## src/rtl/reg_dump_reader_pkg.sv

```systemverilog
// Shared constants and FSM encoding for the register-file dump reader.
// Defaults match the core's register file instantiation.
package reg_dump_reader_pkg;

  localparam int unsigned NumRegsDef = 32;
  localparam int unsigned AddrWDef   = 5;
  localparam int unsigned DataWDef   = 32;

  typedef enum logic [1:0] {
    StIdle = 2'd0,
    StRead = 2'd1,
    StHold = 2'd2,
    StDone = 2'd3
  } state_e;

endpackage

```

## src/rtl/reg_dump_reader.sv

```systemverilog
// Walks the register file read port over 0..NUM_REGS-1 and streams each word
// out on a valid/ready interface tagged with its index and a last flag.
module reg_dump_reader
  import reg_dump_reader_pkg::*;
#(
  parameter int unsigned NUM_REGS = NumRegsDef,
  parameter int unsigned ADDR_W   = AddrWDef,
  parameter int unsigned DATA_W   = DataWDef
) (
  input  logic              clkin,
  input  logic              reset,
  input  logic              start,
  input  logic              abort,
  output logic [ADDR_W-1:0] rd_addr,
  input  logic [DATA_W-1:0] rd_data,
  output logic              out_valid,
  input  logic              out_ready,
  output logic [DATA_W-1:0] out_data,
  output logic [ADDR_W-1:0] out_index,
  output logic              out_last,
  output logic              busy,
  output logic              done
);

  localparam logic [ADDR_W-1:0] LastAddr = ADDR_W'(NUM_REGS - 1);

  state_e              state_q, state_d;
  logic [ADDR_W-1:0]   rd_addr_q, rd_addr_d;
  logic                valid_q, valid_d;
  logic [DATA_W-1:0]   data_q, data_d;
  logic [ADDR_W-1:0]   index_q, index_d;
  logic                last_q, last_d;

  always_comb begin
    state_d   = state_q;
    rd_addr_d = rd_addr_q;
    valid_d   = valid_q;
    data_d    = data_q;
    index_d   = index_q;
    last_d    = last_q;
    unique case (state_q)
      StIdle: begin
        if (start && !abort) begin
          state_d   = StRead;
          rd_addr_d = '0;
        end
      end
      StRead: begin
        if (abort) begin
          state_d   = StIdle;
          valid_d   = 1'b0;
          rd_addr_d = '0;
        end else begin
          data_d  = rd_data;
          index_d = rd_addr_q;
          last_d  = (rd_addr_q == LastAddr);
          valid_d = 1'b1;
          state_d = StHold;
        end
      end
      StHold: begin
        // Abort wins over a same-cycle handshake; that word is dropped.
        if (abort) begin
          state_d   = StIdle;
          valid_d   = 1'b0;
          rd_addr_d = '0;
        end else if (out_ready) begin
          valid_d = 1'b0;
          if (last_q) begin
            state_d = StDone;
          end else begin
            rd_addr_d = rd_addr_q + ADDR_W'(1);
            state_d   = StRead;
          end
        end
      end
      StDone: begin
        state_d   = StIdle;
        rd_addr_d = '0;
      end
      default: state_d = StIdle;
    endcase
  end

  always_ff @(posedge clkin or negedge reset) begin
    if (!reset) begin
      state_q   <= StIdle;
      rd_addr_q <= '0;
      valid_q   <= 1'b0;
      data_q    <= '0;
      index_q   <= '0;
      last_q    <= 1'b0;
    end else begin
      state_q   <= state_d;
      rd_addr_q <= rd_addr_d;
      valid_q   <= valid_d;
      data_q    <= data_d;
      index_q   <= index_d;
      last_q    <= last_d;
    end
  end

  assign rd_addr   = rd_addr_q;
  assign out_valid = valid_q;
  assign out_data  = data_q;
  assign out_index = index_q;
  assign out_last  = last_q;
  assign busy      = (state_q == StRead) || (state_q == StHold);
  assign done      = (state_q == StDone);

endmodule

```

## config.mk

```make
export PLATFORM = sky130hd
export DESIGN_NAME = reg_dump_reader
export DESIGN_NICKNAME = d
export VERILOG_FILES = /design/src/rtl/reg_dump_reader_pkg.sv /design/src/rtl/reg_dump_reader.sv
export SDC_FILE = /design/constraint.sdc
export NUM_CORES = 1
export LEC_CHECK = 0
export BUFFER_PORTS_ARGS = -buffer_cell sky130_fd_sc_hd__buf_2
export CORE_MARGIN = 4
export CORE_UTILIZATION = 40
export CTS_CLUSTER_DIAMETER = 120
export CTS_CLUSTER_SIZE = 12
export DETAILED_ROUTE_END_ITERATION = 6
export PLACE_DENSITY = 0.7
export SYNTH_ARGS = -nofsm -noshare
export SYNTH_HDL_FRONTEND = slang
export SYNTH_SLANG_ARGS = --single-unit
```

## constraint.sdc

```tcl
create_clock -name clkin -period 4.42 [get_ports clkin]
set_input_delay 0.884 -clock clkin [delete_from_list [all_inputs] [get_ports clkin]]
set_output_delay 0.884 -clock clkin [all_outputs]
set_load 0.005 [all_outputs]
```

# Yosys cells after proc, flatten, opt, wreduce, memory -nomap -nowiden
# Index checks and enable logic that the tools add are counted.
[totals] reg_bits=46 input_bits=37 elab_cells=41
[classes] addsub=1 eq_ne=8 mux=16 n_bitwise=1 n_reduce_logical=9
[ops] cell="$mux 5" count=5
[ops] cell="$pmux 5 s4" count=1
[ops] cell="$mux 2" count=5
[ops] cell="$pmux 2 s4" count=1
[ops] cell="$ne 3x3->1 const B" count=2
[ops] cell="$reduce_and 2->1" count=3
[ops] cell="$add 5x1->5 const B" count=1
[ops] cell="$eq 5x5->1 const B" count=1
[ops] cell="$eq 2x2->1 const B" count=2
[ops] cell="$ne 2x2->1 const B" count=2
[ops] cell="$reduce_and 4->1" count=1
[ops] cell="$mux 1" count=3
[ops] cell="$eq 2x1->1 const B" count=1
[ops] cell="$logic_not 2->1" count=1
[ops] cell="$pmux 1 s2" count=1
[ops] cell="$reduce_bool 2->1" count=1
[ops] cell="$logic_and 1x1->1" count=1
[ops] cell="$logic_not 1->1" count=1
[ops] cell="$logic_or 1x1->1" count=1
[ops] cell="$not 1->1" count=1

# Logic depth before layout (Yosys ltp)
# Gate-level depths: netlist of the first run.
[logic_depth] depth_word=5 depth_mapped=8

# Worst setup path before layout of the first run
# No wires, ideal clock.
[synth_timing] path_kind="input to register" from="in abort" to="reg data_q[0], in the netlist out_data[0]" setup_ps=125 arrival_ps=1913 t_required_ps=4295 path_slack_ps=2383 path_stages=5 n_path_buf=3 cell_sequence="buf_6 nor2_1 buf_2 buf_2 mux2_2"
[synth_between] elab_chain_len=2
[synth_lines] element="from (decl)" line_no="reg_dump_reader.sv:13" rtl="input logic abort,"
[synth_lines] element="$not 1->1 (no line)"
[synth_lines] element="$reduce_and 2->1 (no line)"
[synth_lines] element="to (signal assigned)" line_no="reg_dump_reader.sv:97" rtl="data_q <= data_d;"
[synth_lines] element="to (decl)" line_no="reg_dump_reader.sv:30" rtl="logic [DATA_W-1:0] data_q, data_d;"
# No other way between the ends.
# A chain may end at the register's enable or synchronous reset.

# Final worst setup path of the first run
[layout_timing] from="reg state_q[1]" to="reg data_q[9], in the netlist out_data[9]"
[layout_between] elab_chain_len=2
[layout_lines] element="from (decl)" line_no="reg_dump_reader.sv:27" rtl="state_e state_q, state_d;"
[layout_lines] element="from (signal assigned)" line_no="reg_dump_reader.sv:87" rtl="state_q <= StIdle;"
[layout_lines] element="from (signal assigned)" line_no="reg_dump_reader.sv:94" rtl="state_q <= state_d;"
[layout_lines] element="$eq 2x1->1" line_no="reg_dump_reader.sv:41" rtl="unique case (state_q)"
[layout_lines] element="$reduce_and 2->1 (no line)"
# No other way between the ends.

==> results of run 1 <==
per-layer routing:
metal	wire length, um	GRT usage	share of wire
met3	323	0.0597	0.086
met4	36	0.0374	0.0096
met1	1720	0.175	0.46
met5	0	0	0
met2	1670	0.188	0.44
kinds of logic after synthesis:
kind of cell | after synthesis | share of synthesized area
flip-flops | 46 | 0.599
AO/OA/AOI/OAI | 18 | 0.0567
buffers and inverters | 10 | 0.0261
multiplexers | 38 | 0.223
adder cells (fa/ha/maj) | 6 | 0.0391
AND/OR/NAND/NOR | 19 | 0.0560
Yosys cell counts:
master	count	share of area
a22o_2	1	0.0052
o21ai_0	10	0.026
dfrtp_1	46	0.60
o2111ai_1	1	0.0046
nand2b_4	1	0.0072
and2b_2	1	0.0046
nand2b_1	1	0.0033
ha_1	6	0.039
or4_1	2	0.0078
nand2_1	3	0.0059
buf_6	1	0.0059
mux2_2	38	0.22
a21o_4	1	0.0078
or2_2	2	0.0065
and3_1	1	0.0033
inv_1	5	0.0098
buf_2	4	0.010
nor3b_1	1	0.0039
a21oi_1	5	0.013
nor2_1	7	0.014
worst paths after layout:
check | slack, ns | cells past startpoint | to | startpoint
setup / recovery | 2.23 | 5 | out_data[9] | state_q[1]
hold / removal | 0.51 | 1 | out_data[31] | out_data[31]
setup reg to reg | 2.23 | 5 | out_data[9] | state_q[1]
hold reg to reg | 0.51 | 1 | out_data[31] | out_data[31]
max in group asynchronous | 3.06 | 1 | out_index[2] | reset
min in group asynchronous | 0.75 | 1 | out_data[10] | reset
area by class of cell:
| class | count | area, um^2 | area share |
|---|---|---|---|
| clock inverters | 2 | 37.5 | 0.0151 |
| repair buffers | 82 | 410 | 0.165 |
| flip-flops and latches | 46 | 1150 | 0.464 |
| well taps | 52 | 65.1 | 0.0262 |
| inverters | 5 | 18.8 | 0.00756 |
| multi-input cells | 81 | 727 | 0.293 |
| clock buffers | 6 | 72.6 | 0.0292 |
sequential cells by signal, summed over array words and instances, names as in the netlist:
signal     count
out_data      32
out_last       1
out_valid      1
state_q        2
out_index      5
rd_addr        5
worst max-delay path, delay by kind of cell (launching register included):
kind | cells | cell delay (ns)
multiplexers | 1 | 0.42
buffers and inverters | 2 | 0.19
AND/OR/NAND/NOR | 1 | 0.79
adder cells (fa/ha/maj) | 1 | 0.21
flip-flops | 1 | 0.43
metrics by stage:
stage / utilization / power, mW / instances
after global placement: 0.527 / 1.25 / 266
after detailed placement: 0.527 / 1.27 / 266
final: 0.551 / 1.55 / 274
after CTS: 0.551 / 1.57 / 274
after floorplan: - / 1.02 / 137
after global routing: 0.551 / 1.67 / 274
power by group through the flow:
stage	Combinational (mW)	Sequential, mW	Clock, mW
2_1_floorplan	0.321	0.697	0
4_1_cts	0.584	0.675	0.314
5_1_grt	0.634	0.701	0.335
3_5_place_dp	0.583	0.683	0
3_3_place_gp	0.569	0.682	0
6_report	0.572	0.673	0.302
==> results.py, run 1 <==
metrics = {
    "outcome": {
        "status": "finished, final reports clean",
    },
    "power": {
        "ir_drop_v": 0.000291,
        "p_int_mw": 1.09,
        "comb_power_share": 0.370,
        "power_switching_uw": 461,
        "total_leakage_power_nw": 1.25,
        "clockPowerShare": 0.195,
        "p_sw_frac": 0.298,
        "powerDensity_nw_per_um2": 623,
        "seqPwrFrac": 0.435,
    },
    "synthesis": {
        "netlist_instances": 137,
        "syn_nets": 180,
        "yosys_warnings": 0,
        "syn_avg_cell_area_um2": 14.0,
        "yosys_register_bits": 46,
        "synthesis.area_um2": 1920,
        "synth_seq_area_share": 0.599,
        "synthDistinctLibCells": 20,
    },
    "cells_and_area": {
        "syn2layout_area_growth_pct": 29.3,
        "insertedDiodeCount": 0,
        "layout_common_cells": "buf_2 (82), dfrtp_1 (46), mux2_2 (38)",
        "layout-drive-gt1-share": 0.604,
        "layout.nets": 264,
        "fillers": 388,
        "finalInstanceArea_um2": 2480,
        "final_common_cell": "buf_2",
    },
    "worst_setup_path": {
        "critPathCaptureType": "flip-flop",
        "critical-path-max-stage-delay_ns": 0.79,
        "required_ns": 4.60,
        "cp_common_cell": "inv_1",
        "crit_arrival_ns": 2.37,
        "cp_max_fo": 39,
        "crit_chain": "inv_1 -> ha_1 -> inv_1 -> nor2_4 -> mux2_2",
        "critPathLaunchType": "flip-flop",
        "critical_path_class": "reg2reg",
        "crit_slowest_cell": "nor2_4",
    },
    "clock_network": {
        "cts_num_sinks": 46,
        "cts_hold_buf": 0,
        "insertion_delay_ns": 0.29,
        "cts_tree": "yes",
        "cts-root-buf": "clkbuf_8",
        "cts_resized": 0,
        "clock_path_buffers": 2,
        "post-cts-setup-buffer-count": 0,
        "clkTransAtPathRegs_ns": 0.08,
        "h-tree-depth": 2,
        "cts_buffers": 5,
    },
    "floorplan": {
        "core.rowCount": 24,
        "die_w_um": 77.3,
        "core_um2": 4500,
        "die-area_um2": 5970,
        "initial_utilization": 0.426,
        "die_h_um": 77.3,
        "io_pins": 83,
    },
    "routing": {
        "drt-initial-drc-count": 39,
        "viasPerCell": 4.86,
        "drt-total-wl_um": 3750,
        "antenna_left": 0,
        "dr.pass1.iters": 4,
        "drc": 0,
        "vias": 1332,
        "wl_per_cell_um": 13.7,
    },
    "grt": {
        "overflow": 0,
        "grt_use_total": 0.130,
        "grt_antenna_before_repair": 0,
        "grt_max_degree": 47,
        "grt_pass1_vias": 1286,
        "grt_pass1_wl_um": 6150,
    },
    "sta": {
        "setup_tns_ns": 0,
        "whs_ns": 0.505,
        "rsz0062_at_grt": "no",
        "setup_ws_ns": 2.23,
        "worst_pin_slew_ns": 1.05,
        "slew_headroom": 0.297,
        "period_needed_ns": 2.19,
        "min_period_over_period": 0.495,
        "clock_skew_ns": 0.00581,
        "setup_viol": 0,
        "slew_viol_final": 0,
        "fmaxAchievable_mhz": 457,
        "finalHoldViolations": 0,
    },
    "placed_design": {
        "io_buffers": 82,
        "gp_congestion": 0.741,
        "placed_area_um2": 2370,
        "dpl.hpwl_um": 2740,
        "place_ws_ns": 1.95,
    },
    "hold_path": {
        "hold_class": "reg2reg",
    },
    "flow_run": {
        "drv_cap": 0,
    },
}
(Power assumes the default switching activity.)
==> run 2: changes to the inputs <==
--- a/config.mk
+++ b/config.mk
@@ -11,7 +11,7 @@
 export CTS_CLUSTER_DIAMETER = 120
 export CTS_CLUSTER_SIZE = 12
 export DETAILED_ROUTE_END_ITERATION = 6
-export PLACE_DENSITY = 0.7
+export PLACE_DENSITY = 0.73
 export SYNTH_ARGS = -nofsm -noshare
 export SYNTH_HDL_FRONTEND = slang
 export SYNTH_SLANG_ARGS = --single-unit
==> constraint.sdc (replaced) <==
create_clock -name clkin -period 1.8 [get_ports clkin]
set_input_delay 0.36 -clock clkin [delete_from_list [all_inputs] [get_ports clkin]]
set_output_delay 0.36 -clock clkin [all_outputs]
set_load 0.005 [all_outputs]
==> run 2 against run 1 <==
Effect of this change: register-to-register slack lost 2.2 ns; wire length increased by 5.7%; design area increased by 2.9%; final cell count rose by 1.5%; clock skew down 0.0019 ns; clock power is 150% higher; utilization is 1.6 points higher; worst hold slack worse by 0.47 ns; sequential share of layout area down 1.3 points; critical path depth increased by 1; critical path type unchanged; highest routed layer unchanged.
==> results.py, run 2 (synthesis results as in run 1) <==
metrics = {
    "sta": {
        "setup_tns_ns": 0,
        "finalHoldViolations": 0,
        "period_needed_ns": 1.74,
        "min_period_over_period": 0.964,
        "worst_pin_slew_ns": 0.314,
        "clock_skew_ns": 0.00393,
        "setup_viol": 0,
        "rsz0062_at_grt": "no",
        "slew_viol_final": 0,
        "fmaxAchievable_mhz": 576,
        "slew_headroom": 0.790,
    },
    "placed_design": {
        "placed_area_um2": 2430,
        "dp.cells": 269,
        "gp_congestion": 0.826,
        "io_buffers": 82,
        "dpl.hpwl_um": 2960,
    },
    "clock_network": {
        "clkTransAtPathRegs_ns": 0.08,
        "cts_buffers": 5,
        "clock_path_buffers": 2,
        "h-tree-depth": 2,
        "insertion_delay_ns": 0.29,
        "cts-root-buf": "clkbuf_8",
        "cts_num_sinks": 46,
        "cts_tree": "yes",
        "cts_hold_buf": 0,
    },
    "cells_and_area": {
        "layout.nets": 268,
        "final_util": 0.567,
        "syn2layout_area_growth_pct": 33.0,
        "layout_common_cells": "buf_2 (82), dfrtp_1 (46), mux2_2 (38)",
        "largest_reg_flops": 32,
        "finalInstanceArea_um2": 2550,
        "instances_no_fill": 278,
        "layout-drive-gt1-share": 0.624,
        "insertedDiodeCount": 0,
        "fillers": 390,
        "final_common_cell": "buf_2",
    },
    "routing": {
        "dr.pass1.iters": 4,
        "met3_length_um": 370,
        "vias": 1348,
        "wl_per_cell_um": 14.2,
        "wirelength_met1_um": 1740,
        "drc": 0,
        "wl_met2_um": 1820,
        "viasPerCell": 4.85,
        "antenna_left": 0,
        "drt-total-wl_um": 3960,
        "drt-initial-drc-count": 21,
        "top_layer": "met4",
    },
    "power": {
        "seqPwrFrac": 0.422,
        "p_sw_frac": 0.299,
        "powerDensity_nw_per_um2": 1530,
        "clockPowerShare": 0.190,
        "ir_drop_v": 0.000712,
        "p_int_mw": 2.74,
        "total_leakage_power_nw": 1.29,
        "power_switching_mw": 1.17,
        "comb_power_share": 0.388,
    },
    "floorplan": {
        "io_pins": 83,
        "die_h_um": 77.3,
        "core_um2": 4500,
        "core.rowCount": 24,
        "initial_utilization": 0.426,
        "die-area_um2": 5970,
        "die_w_um": 77.3,
    },
    "worst_setup_path": {
        "crit_arrival_ns": 1.95,
        "r2r_end": "rd_addr[2]",
        "crit_slowest_cell": "or4_1",
        "required_ns": 2.02,
        "critical-path-max-stage-delay_ns": 0.51,
        "rr_startpoint": "state_q[0]",
        "critPathLaunchType": "flip-flop",
        "cp_max_fo": 10,
        "crit_start": "state_q[0]",
        "cp.buffers_inverters": 1,
        "cp_top_family": "simple AND/OR/NAND/NOR gates",
        "reg2reg_depth": 6,
        "critical_path_class": "reg2reg",
        "r2r_slack_ns": 0.06,
        "crit_chain": "inv_1 -> ha_2 -> nor3b_1 -> a21o_4 -> or4_1 -> o21ai_0",
        "critPathCaptureType": "flip-flop",
    },
    "grt": {
        "grt_pass1_wl_um": 6640,
        "grt_use_total": 0.140,
        "overflow": 0,
        "grt_antenna_before_repair": 0,
        "grt_pass1_vias": 1379,
        "grt_max_degree": 47,
    },
    "outcome": {
        "status": "finished, final reports clean",
    },
    "flow_run": {
        "drv_cap": 0,
    },
    "hold_path": {
        "hold_class": "in2async",
    },
}
[run 2: cell types whose count changed in the layout (fill, tap and decap cells not counted), sizes merged]
cell / before / now
clkinv: 0 / 2
buf: 82 / 86
clkbuf: 6 / 5
clkinvlp: 1 / 0
[run 2: power groups by stage]
stage	combinational (mW)	sequential (mW)	clock [mW]
after floorplan	0.789	1.71	0
after global placement	1.48	1.66	0
after detailed placement	1.52	1.67	0
after CTS	1.52	1.65	0.780
after global routing	1.66	1.72	0.819
final	1.52	1.65	0.741
[run 2: metrics by stage]
step                worst slack [ns]  power, mW  hold slack (ns)
detailed placement            0.0434       3.19            0.365
finish                        0.0643       3.90           0.0335
global route                 0.00572       4.20           0.0492
CTS                           0.0284       3.96           0.0397
global placement               0.110       3.14            0.364
floorplan                     0.0929       2.50           0.0644
[run 2: worst max path at each step]
stage                  endpoint  slack [ns]  cells past startpoint
floorplan           out_data[0]        0.09                      7
global placement     rd_addr[3]        0.11                      6
detailed placement   rd_addr[2]        0.04                      6
CTS                  rd_addr[2]        0.03                      6
global route         rd_addr[2]       0.006                      6
finish               rd_addr[2]        0.06                      6
[run 2: layer usage]
layer | global-route usage | vias up
li1 | - | 653
met1 | 0.177 | 624
met2 | 0.226 | 65
met3 | 0.0504 | 6
met4 | 0.0391 | 0
met5 | 0 | -
[run 2: layout make-up]
class	instances	area (um^2)	area share
clock inverter	3	40.0	0.0157
multi-input combinational	81	733	0.287
clock buffer	5	68.8	0.0269
sequential	46	1150	0.451
inverter	5	18.8	0.00735
tap	52	65.1	0.0255
timing repair buffer	86	478	0.187
[run 2: what timing repair did]
action / 4_1_cts / 5_1_grt
endpoints found under the hold margin: 0 / 0
buffers inserted: 0 / 1
setup endpoints to repair: 0 / 2
resized for setup: 0 / 2
==> run 3: changes to the inputs <==
--- a/config.mk
+++ b/config.mk
@@ -11,7 +11,8 @@
 export CTS_CLUSTER_DIAMETER = 120
 export CTS_CLUSTER_SIZE = 12
 export DETAILED_ROUTE_END_ITERATION = 6
-export PLACE_DENSITY = 0.73
+export GPL_ROUTABILITY_DRIVEN = 0
+export PLACE_DENSITY = 0.72
 export SYNTH_ARGS = -nofsm -noshare
 export SYNTH_HDL_FRONTEND = slang
 export SYNTH_SLANG_ARGS = --single-unit
==> run 3 against run 2 <==
Effect of this change: non-clock buffer count is 1 lower; sequential power hardly changed; power is 3.6% higher; global-route usage is 0.87 points lower; largest power group unchanged; register-to-register slack hardly changed; fmax is 0.79% higher; design area hardly changed; highest routed layer unchanged; first-iteration DRC count is 67% higher; critical endpoint is now rd_addr[3]; via count is 2.3% higher.
==> results.py, run 3 (synthesis results as in run 1) <==
metrics = {
    "cells_and_area": {
        "fillers": 404,
        "instances_no_fill": 277,
        "final_util": 0.568,
        "layout-drive-gt1-share": 0.622,
        "largest_reg_flops": 32,
        "syn2layout_area_growth_pct": 33.1,
        "layout_common_cells": "buf_2 (82), dfrtp_1 (46), mux2_2 (38)",
        "final_common_cell": "buf_2",
        "layout.nets": 267,
        "finalInstanceArea_um2": 2560,
        "insertedDiodeCount": 0,
    },
    "grt": {
        "grt_pass1_vias": 1375,
        "overflow": 0,
        "grt_use_total": 0.131,
        "grt_max_degree": 47,
        "grt_antenna_before_repair": 0,
        "grt_pass1_wl_um": 6390,
    },
    "floorplan": {
        "die-area_um2": 5970,
        "core_um2": 4500,
        "die_w_um": 77.3,
        "initial_utilization": 0.426,
        "core.rowCount": 24,
        "io_pins": 83,
        "die_h_um": 77.3,
    },
    "worst_setup_path": {
        "crit_start": "state_q[0]",
        "rr_startpoint": "state_q[0]",
        "required_ns": 2.01,
        "critical-path-max-stage-delay_ns": 0.51,
        "crit_chain": "inv_1 -> ha_2 -> nor3b_1 -> a21o_4 -> or4_1 -> o21ai_0",
        "critPathLaunchType": "flip-flop",
        "cp_max_fo": 10,
        "critical_path_class": "reg2reg",
        "crit_arrival_ns": 1.94,
        "critPathCaptureType": "flip-flop",
        "crit_slowest_cell": "or4_1",
    },
    "routing": {
        "vias": 1379,
        "dr.pass1.iters": 4,
        "drt-initial-drc-count": 35,
        "viasPerCell": 4.98,
        "wl_per_cell_um": 13.6,
        "drt-total-wl_um": 3770,
        "drc": 0,
        "antenna_left": 0,
    },
    "sta": {
        "slew_viol_final": 0,
        "min_period_over_period": 0.957,
        "finalHoldViolations": 0,
        "setup_tns_ns": 0,
        "clock_skew_ns": 0.00207,
        "setup_viol": 0,
        "rsz0062_at_grt": "no",
        "slew_headroom": 0.626,
        "fmaxAchievable_mhz": 581,
        "whs_ns": 0.137,
        "worst_pin_slew_ns": 0.561,
        "setup_ws_ns": 0.0780,
        "period_needed_ns": 1.72,
    },
    "power": {
        "ir_drop_v": 0.000757,
        "total_leakage_power_nw": 1.29,
        "powerDensity_nw_per_um2": 1580,
        "power_mw": 4.04,
    },
    "clock_network": {
        "insertion_delay_ns": 0.29,
        "cts_buffers": 5,
        "cts_hold_buf": 0,
        "cts_num_sinks": 46,
        "clkTransAtPathRegs_ns": 0.08,
        "cts_tree": "yes",
        "cts-root-buf": "clkbuf_8",
        "h-tree-depth": 2,
        "clock_path_buffers": 2,
    },
    "placed_design": {
        "place_ws_ns": 0.0596,
        "dpl.hpwl_um": 2800,
        "dp.cells": 268,
        "io_buffers": 82,
        "placed_area_um2": 2400,
    },
    "outcome": {
        "status": "finished, final reports clean",
    },
    "hold_path": {
        "hold_class": "in2async",
    },
    "flow_run": {
        "drv_cap": 0,
    },
}
[run 3: cell count changes in the layout (fill, tap and decap cells not counted), sizes merged]
cell,delta
clkinv,-2
buf,-1
bufinv,+1
clkbuf,+1
[run 3: power breakdown]
part	switching [mW]	leakage [nW]	total (mW)	internal (mW)
sequential	0.197	0.567	1.65	1.45
combinational	0.626	0.653	1.47	0.848
clock	0.329	0.0714	0.921	0.592
[run 3: repair_timing]
action | CTS | global route
gates resized for setup | 0 | 2
buffers inserted | 0 | 1
endpoints found under the setup margin | 0 | 2
[run 3: layout make-up]
cell class                 count  area (um^2)  share of cell area
inverter                       5         18.8             0.00734
multi-input combinational     81          733               0.287
timing repair buffer          85          445               0.174
clock inverter                 2         60.1              0.0235
tap                           52         65.1              0.0255
sequential                    46         1150               0.450
clock buffer                   6         82.6              0.0323
[run 3: critical path, delay by kind of cell, from the launching register on]
kind	cells	cell delay, ns
buffers and inverters	1	0.08
DFF	1	0.37
adders and majority gates	1	0.21
AOI/OAI and AO/OA	2	0.32
and+or+nand+nor	2	0.67
[run 3: path summary, 6_finish.rpt]
kind	cells past startpoint	slack [ns]	to
worst max-delay path	6	0.08	rd_addr[3]
max in group asynchronous	2	1.28	out_data[28]
worst max register to register	6	0.08	rd_addr[3]
min in group clkin	2	0.30	out_data[26]
worst min register to register	1	0.50	out_data[11]
worst min-delay path	2	0.14	out_data[10]
[run 3: per-layer routing]
metal	vias to the layer above	wire length, um	GRT usage
met3	7	353	0.0457
met5	-	0	0
met1	647	1730	0.174
li1	656	-	-
met2	69	1630	0.199
met4	0	53	0.0480
